==> config.mk <==
export PLATFORM = sky130hd
export DESIGN_NAME = lif_synapse_current_gen
export DESIGN_NICKNAME = d
export VERILOG_FILES = /design/src/rtl/lif_synapse_current_gen.sv
export SDC_FILE = /design/constraint.sdc
export NUM_CORES = 1
export LEC_CHECK = 0
export BUFFER_PORTS_ARGS = -buffer_cell sky130_fd_sc_hd__buf_2
export CORE_AREA = 2 2 100 102
export CTS_CLUSTER_SIZE = 25
export DETAILED_ROUTE_END_ITERATION = 10
export DIE_AREA = 0 0 102 104
export GPL_ROUTABILITY_DRIVEN = 0
export GPL_TIMING_DRIVEN = 1
export PLACE_DENSITY = 0.74
export SLEW_MARGIN = 5
export SYNTH_ARGS = -nofsm -noshare
export SYNTH_HDL_FRONTEND = slang
export SYNTH_SLANG_ARGS = --single-unit
==> constraint.sdc <==
create_clock -name clk -period 12.4 [get_ports clk]
set_input_delay 0.62 -clock clk [delete_from_list [all_inputs] [get_ports clk]]
set_output_delay 0.62 -clock clk [all_outputs]
set_load 0.05 [all_outputs]
==> src/rtl/lif_synapse_current_gen.sv <==
// Synaptic front end for the LIF neuron: weights incoming spikes, registers the
// weighted sum, and integrates it into a decaying 8-bit post-synaptic current.
// Optional feature macro: SYN_EVENT_COUNT_EN (saturating received-spike counter).
module lif_synapse_current_gen #(
    parameter int N_INPUTS    = 4,
    parameter int DECAY_SHIFT = 2
) (
    input  logic                clk,
    input  logic                reset,
    input  logic                enable,
    input  logic [N_INPUTS-1:0] spike_in,
    input  logic                wr_en,
    input  logic [2:0]          wr_addr,
    input  logic [7:0]          wr_data,
    input  logic                clear,
    output logic [7:0]          current_out,
    output logic                sat_flag,
    output logic [15:0]         event_count
);

    localparam int SUM_W = 8 + $clog2(N_INPUTS);
    // One bit above the sum width so the integration result can never wrap.
    localparam int NXT_W = SUM_W + 1;

    logic [7:0]       weight [N_INPUTS];
    logic [SUM_W-1:0] sum_c;
    logic [SUM_W-1:0] sum_r;
    logic [NXT_W-1:0] nxt;
    logic             nxt_sat;

    // Weight table: writes land at the edge, so a same-edge spike sees the old value.
    always_ff @(posedge clk or posedge reset) begin
        if (reset) begin
            for (int unsigned i = 0; i < N_INPUTS; i++) begin
                weight[i] <= '0;
            end
        end else if (wr_en) begin
            for (int unsigned i = 0; i < N_INPUTS; i++) begin
                if (wr_addr == 3'(i)) begin
                    weight[i] <= wr_data;
                end
            end
        end
    end

    // Weighted sum of the spikes present this cycle.
    always_comb begin
        sum_c = '0;
        for (int unsigned i = 0; i < N_INPUTS; i++) begin
            if (spike_in[i]) begin
                sum_c = sum_c + SUM_W'(weight[i]);
            end
        end
    end

    // Decay the present current and add the registered sum.
    always_comb begin
        nxt = NXT_W'(current_out) - NXT_W'(current_out >> DECAY_SHIFT) + NXT_W'(sum_r);
        nxt_sat = (nxt > NXT_W'(255));
    end

    // Two-stage pipeline: sum register then saturating current integrator.
    // A disabled edge holds sum_r so a pending sum is consumed on the next enabled edge.
    always_ff @(posedge clk or posedge reset) begin
        if (reset) begin
            sum_r       <= '0;
            current_out <= '0;
            sat_flag    <= 1'b0;
        end else if (clear) begin
            sum_r       <= '0;
            current_out <= '0;
            sat_flag    <= 1'b0;
        end else if (enable) begin
            sum_r       <= sum_c;
            current_out <= nxt_sat ? 8'hFF : nxt[7:0];
            sat_flag    <= nxt_sat;
        end
    end

`ifdef SYN_EVENT_COUNT_EN
    logic [3:0]  spike_pop;
    logic [16:0] count_sum;

    // Number of spikes on this cycle and the unsaturated running total.
    always_comb begin
        spike_pop = '0;
        for (int unsigned i = 0; i < N_INPUTS; i++) begin
            spike_pop = spike_pop + 4'(spike_in[i]);
        end
        count_sum = {1'b0, event_count} + 17'(spike_pop);
    end

    // Saturating received-spike counter, untouched by clear.
    always_ff @(posedge clk or posedge reset) begin
        if (reset) begin
            event_count <= '0;
        end else if (enable && !clear) begin
            event_count <= count_sum[16] ? 16'hFFFF : count_sum[15:0];
        end
    end
`else
    assign event_count = '0;
`endif

endmodule

; ---- Word level (Yosys, flattened, before mapping)
; Cells that the tools add are included.
[totals]
ff_bits = 51
in_bits = 20
out_inout_bits = 25
elab_cells = 33
[classes]
add_sub_neg = 5
order_cmp = 1
n_eq_ne = 3
mux = 11
reduce_logical = 6
[ops]
columns = op, n
row1 = $mux W10, 5
row2 = $mux W8, 4
row3 = $add A10 B8 Y10, 3
row4 = $add A11 B10 Y11, 1
row5 = $gt A11 B8 Y1 const B, 1
row6 = $sub A8 B6 Y9, 1
row7 = $reduce_and A2 Y1, 4
row8 = $eq A3 B2 Y1 const B, 2
row9 = $eq A3 B1 Y1 const B, 1
row10 = $logic_not A3 Y1, 1
row11 = $mux W1, 2
row12 = $reduce_bool A2 Y1, 1

; ---- Logic depth before layout (Yosys ltp)
[depth]
ltp_word = 9
mapped_depth = 23
ltp_nobuf = 23

; ---- Worst setup path before layout
; Ideal clock, no wire load.
[synth_path]
path_kind = input port to flip-flop
startpoint = input port spike_in[0]
endpoint = register sum_r[9]
setup_ns = 0.099
t_arrival_ns = 4.461
required_time_ns = 12.301
setup_slack_ns = 7.840
path_stages = 21
path_buffers = 0
path_cell_list = and2_1 > ha_1 > fa_1 > a21oi_1 > o221ai_1 > xor2_1 > mux2_2 > ha_1 > a2111oi_0 > o21ai_0 > a31oi_1 > xor2_1 > and2_1 > nor2_1 > ha_1 > nand2_1 > a21oi_1 > a41o_1 > a21boi_0 > o21ai_1 > a311oi_1
[synth_between]
elab_chain_len = 9
[synth_lines]
columns = item, line_no
row1 = start: declaration, 11  ; input logic [N_INPUTS-1:0] spike_in,
row2 = $mux W8 *, 50  ; if (spike_in[i]) begin
row3 = $add A10 B8 Y10, 51  ; sum_c = sum_c + SUM_W'(weight[i]);
row4 = $mux W10 *, 50
row5 = $add A10 B8 Y10, 51
row6 = $mux W10 *, 50
row7 = $add A10 B8 Y10, 51
row8 = $mux W10 *, 50
row9 = $mux W10 *, 73  ; end else if (enable) begin
row10 = $mux W10 *, 69  ; end else if (clear) begin
row11 = end signal: assignment, 74  ; sum_r <= sum_c;
row12 = end: declaration, 27  ; logic [SUM_W-1:0] sum_r;
; Every way passes the cells marked *; elsewhere a longest branch is shown, timed or not. The select of a mux whose other input is x is not followed.
; A chain may end at the register's enable or synchronous reset.

; ---- Worst setup path in the final report
; Ends and elaborated chain as after synthesis.

==> metrics.md <==
| Metric | Value |
|---|---|
| CP Class | `input pin to flip-flop` |
| Root Buffer | `clkbuf_8` |
| Yosys warns | `0` |
| Top cells by area, synth | `dfrtp_1, ha_1, mux2_2` |
| HPWL Detailed | `6600 um` |
| Slowest CP cell | `fa_1` |
| Number of flops mapped to enable cells by yosys | `0` |
| Async S/R FF share, synth | `100%` |
| Worst-Margin Slew | `722 ps` |
| Die Span Y | `104 um` |
| GRT Total Usage | `16.4%` |
| Final net count | `531` |
| Commonest non-fill, non-tap cell in the layout | `dfrtp_1` |
| Switch Pwr | `0.525 mW` |
| Placed inst area | `0.00441 mm2` |
| Largest net degree at the start of global routing | `52` |
| Non-Filler Instances | `601` |
| Post-synth cell types | `64` |
| Min Tclk post-route | `4900 ps` |
| TritonRoute pass-1 iters | `4` |
| Initial antenna violation count | `0` |
| Die ar. | `0.0106 mm2` |
| DR iter-0 viols | `74` |
| Slew margin rel. | `51.7%` |
| # clock sinks | `51` |
| Post-layout instance area | `0.00452 mm2` |
| Hold Buf Count CTS | `0` |
| Power density over the cells | `248 mW/mm2` |
| Max stage delay on crit path | `450 ps` |
| Synthesized area | `0.00420 mm2` |
| Wire per inst | `14.0 um` |
| Peak VDD IR | `0.0934 mV` |
| Post-CTS Setup Bufs | `0` |
| Footprint of the multi-input gates | `0.00271 mm2` |
| Chip width | `102 um` |
| Final setup fails | `0` |
| Setup WS pre-CTS | `7230 ps` |
| Hold Crit Class | `input pin to asynchronous set/reset pin` |
| Internal power | `0.596 mW` |
| Cell Chain, Critical Path | `buf_2, and2_1, ha_1, fa_1, a21oi_1, o221ai_1, xor2_1, mux2_2, ha_1, a2111oi_0, o21ai_0, a31oi_1, xor2_1, and2_1, nor2_1, ha_1, nand2_1, a21oi_1, a41o_1, nor3b_1, o21ai_1, a311oi_1` |
| Max Freq | `204 MHz` |
| Switch share | `46.8%` |
| Fin. Hold Viols | `0` |
| Commonest non-fill, non-tap cells in the layout | `dfrtp_1, mux2_2, ha_1, nor2_1, buf_2` |
| Worst path top cell family by delay | `compound AO/OA/AOI/OAI gates` |
| Average size of a mapped cell | `9.52 um2` |
| First-pass GRT wire length | `14,200 um` |
| Synth area leader | `dfrtp_1` |
| # IOs | `45` |
| Clk_lat worst skew | `310 ps` |
| Clk buf depth | `2` |
| Synthesis-to-finish area growth | `7.57%` |
| Startpoint Class | `input pin` |
| Setup Skew | `7.69 ps` |
| Dpl cells | `593` |
| Layout cells sized above 1 | `19.2%` |
| Number of global-route vias before repair | `3,180` |
| RSZ-0062 raised after global routing | `false` |
| Final ANT Viol Nets | `0` |
| Post-layout util | `47.3%` |
| Setup TNS | `0 ps` |
| LEAKAGE | `2.08 nW` |
| Post-CTS sizing | `0` |
| Buf+Inv Stages, Crit Path | `1` |
| Worst hold slack | `467 ps` |
| Total power | `1.12 mW` |
| DRC Markers | `0` |
| Status | `completed` |
| Critical Path Fanout Max | `10` |
| Worst Path Required | `12,610 ps` |
| GR Overflow Total | `0` |
| Most common cell on crit path | `ha_1` |
| Reg2Reg Depth | `21` |
| DRT Wirelength | `8420 um` |
| H-tree lvl count | `2` |
| Crit path depth | `22` |
| Combinational share of power | `69.0%` |
| Core area | `0.00955 mm2` |
| Seq/Total Area, Yosys | `30.4%` |
| Critical path arrival | `5110 ps` |
| Vias | `3,188` |
| Setup slack after layout | `7500 ps` |
| Cells after Synth | `441` |
| Period utilization | `39.5%` |
| Synth Register Bits | `51` |
| Clk pin slew, worst setup/hold paths | `100 ps` |
| Port Buffer Count | `28` |
| TritonCTS buffer count | `5` |
| Pins Over Slew Limit | `0` |
| Initial core utilization | `44.0%` |
| # rows | `36` |
| Post-synth top area share | `30.4%` |
| Worst setup EP type | `flip-flop` |
| Vias/cell | `5.30` |
| # fillers | `909` |
| Inserted Diodes | `0` |
| TritonCTS clock tree | `built` |
| Power share of the clock group | `9.7%` |
| Register area | `0.00128 mm2` |
| Main synth FF type | `dfrtp_1` |
| Number of max-cap violations | `0` |
| Seq pwr share | `21.3%` |
==> power by group through the flow <==
stage	Clock [mW]	Combinational (mW)	Sequential, mW
2_1_floorplan	0	0.608	0.271
3_3_place_gp	0	0.739	0.240
3_5_place_dp	0	0.766	0.243
4_1_cts	0.112	0.772	0.239
5_1_grt	0.118	0.869	0.245
6_report	0.109	0.774	0.239
==> worst reg2reg max path: cells and delay by family (launching register included) <==
kind,cells,cell delay [ps]
AOI/OAI and AO/OA,9,1810
muxes,1,290
xor gates and xnor gates,2,330
adders and majority gates,4,1240
DFF,1,390
and+or+nand+nor,5,630
==> path summary, 6_finish.rpt <==
kind	slack (ps)	startpoint	end
min in group clk	510	weight[28]$_DFFE_PP0P_	weight[28]$_DFFE_PP0P_
max in group asynchronous	11470	reset	weight[4]$_DFFE_PP0P_
setup reg to reg	7610	weight[24]$_DFFE_PP0P_	sum_r[9]$_DFFE_PP0P_
hold / removal	470	reset	current_out[1]$_DFFE_PP0P_
setup / recovery	7500	spike_in[0]	sum_r[9]$_DFFE_PP0P_
hold reg to reg	510	weight[28]$_DFFE_PP0P_	weight[28]$_DFFE_PP0P_
==> cell type report <==
cell class                 instances  share of cell area, %
clock inverter                     1                  0.166
timing repair buffer              29                   3.27
clock buffer                       7                   2.13
sequential                        51                   28.2
tap                              133                   3.68
inverter                          30                   2.49
multi-input combinational        350                   60.0
==> registers in the layout (all words and copies together), names as in the netlist <==
register / flops
weight: 32
sum_r: 10
current_out: 8
sat_flag: 1
==> cells by family (layout without fill, tap and decap cells) <==
logic type      count (synthesis)  after routing  share of synthesized area, %
compound gates                121            121                          20.0
other cells                     1             16                        0.0893
buf+inv                        55             67                          6.40
fa+ha+maj                      45             45                          14.2
flops                          51             51                          30.4
xor+xnor                       28             28                          5.84
simple gates                   99             99                          12.2
mux                            41             41                          10.9
==> layer usage <==
metal	vias to the layer above	part of all wire, %	track usage (%)	wire length [um]
li1	1613	-	-	-
met1	1512	46	20.5	3890
met2	54	50	29.3	4220
met3	9	2.6	2.42	218
met4	0	1.0	3.71	87
met5	-	0	0	0
==> synthesized netlist by cell type (4+ instances only) <==
master / count
ha_1: 39
o21a_1: 8
o21ai_0: 26
o31a_1: 4
xor2_1: 11
and2_1: 8
inv_1: 28
clkbuf_1: 5
fa_1: 5
nor2_1: 30
a211oi_1: 6
a21oi_1: 22
nor3b_1: 4
nand2_1: 22
a21o_1: 9
a221oi_1: 7
nor3_1: 5
nor2b_1: 8
nand2b_1: 6
buf_4: 16
mux2_2: 39
nand3_1: 7
o21ai_1: 4
dfrtp_1: 51
xnor2_1: 17
Power figures use the tool's default switching activity.
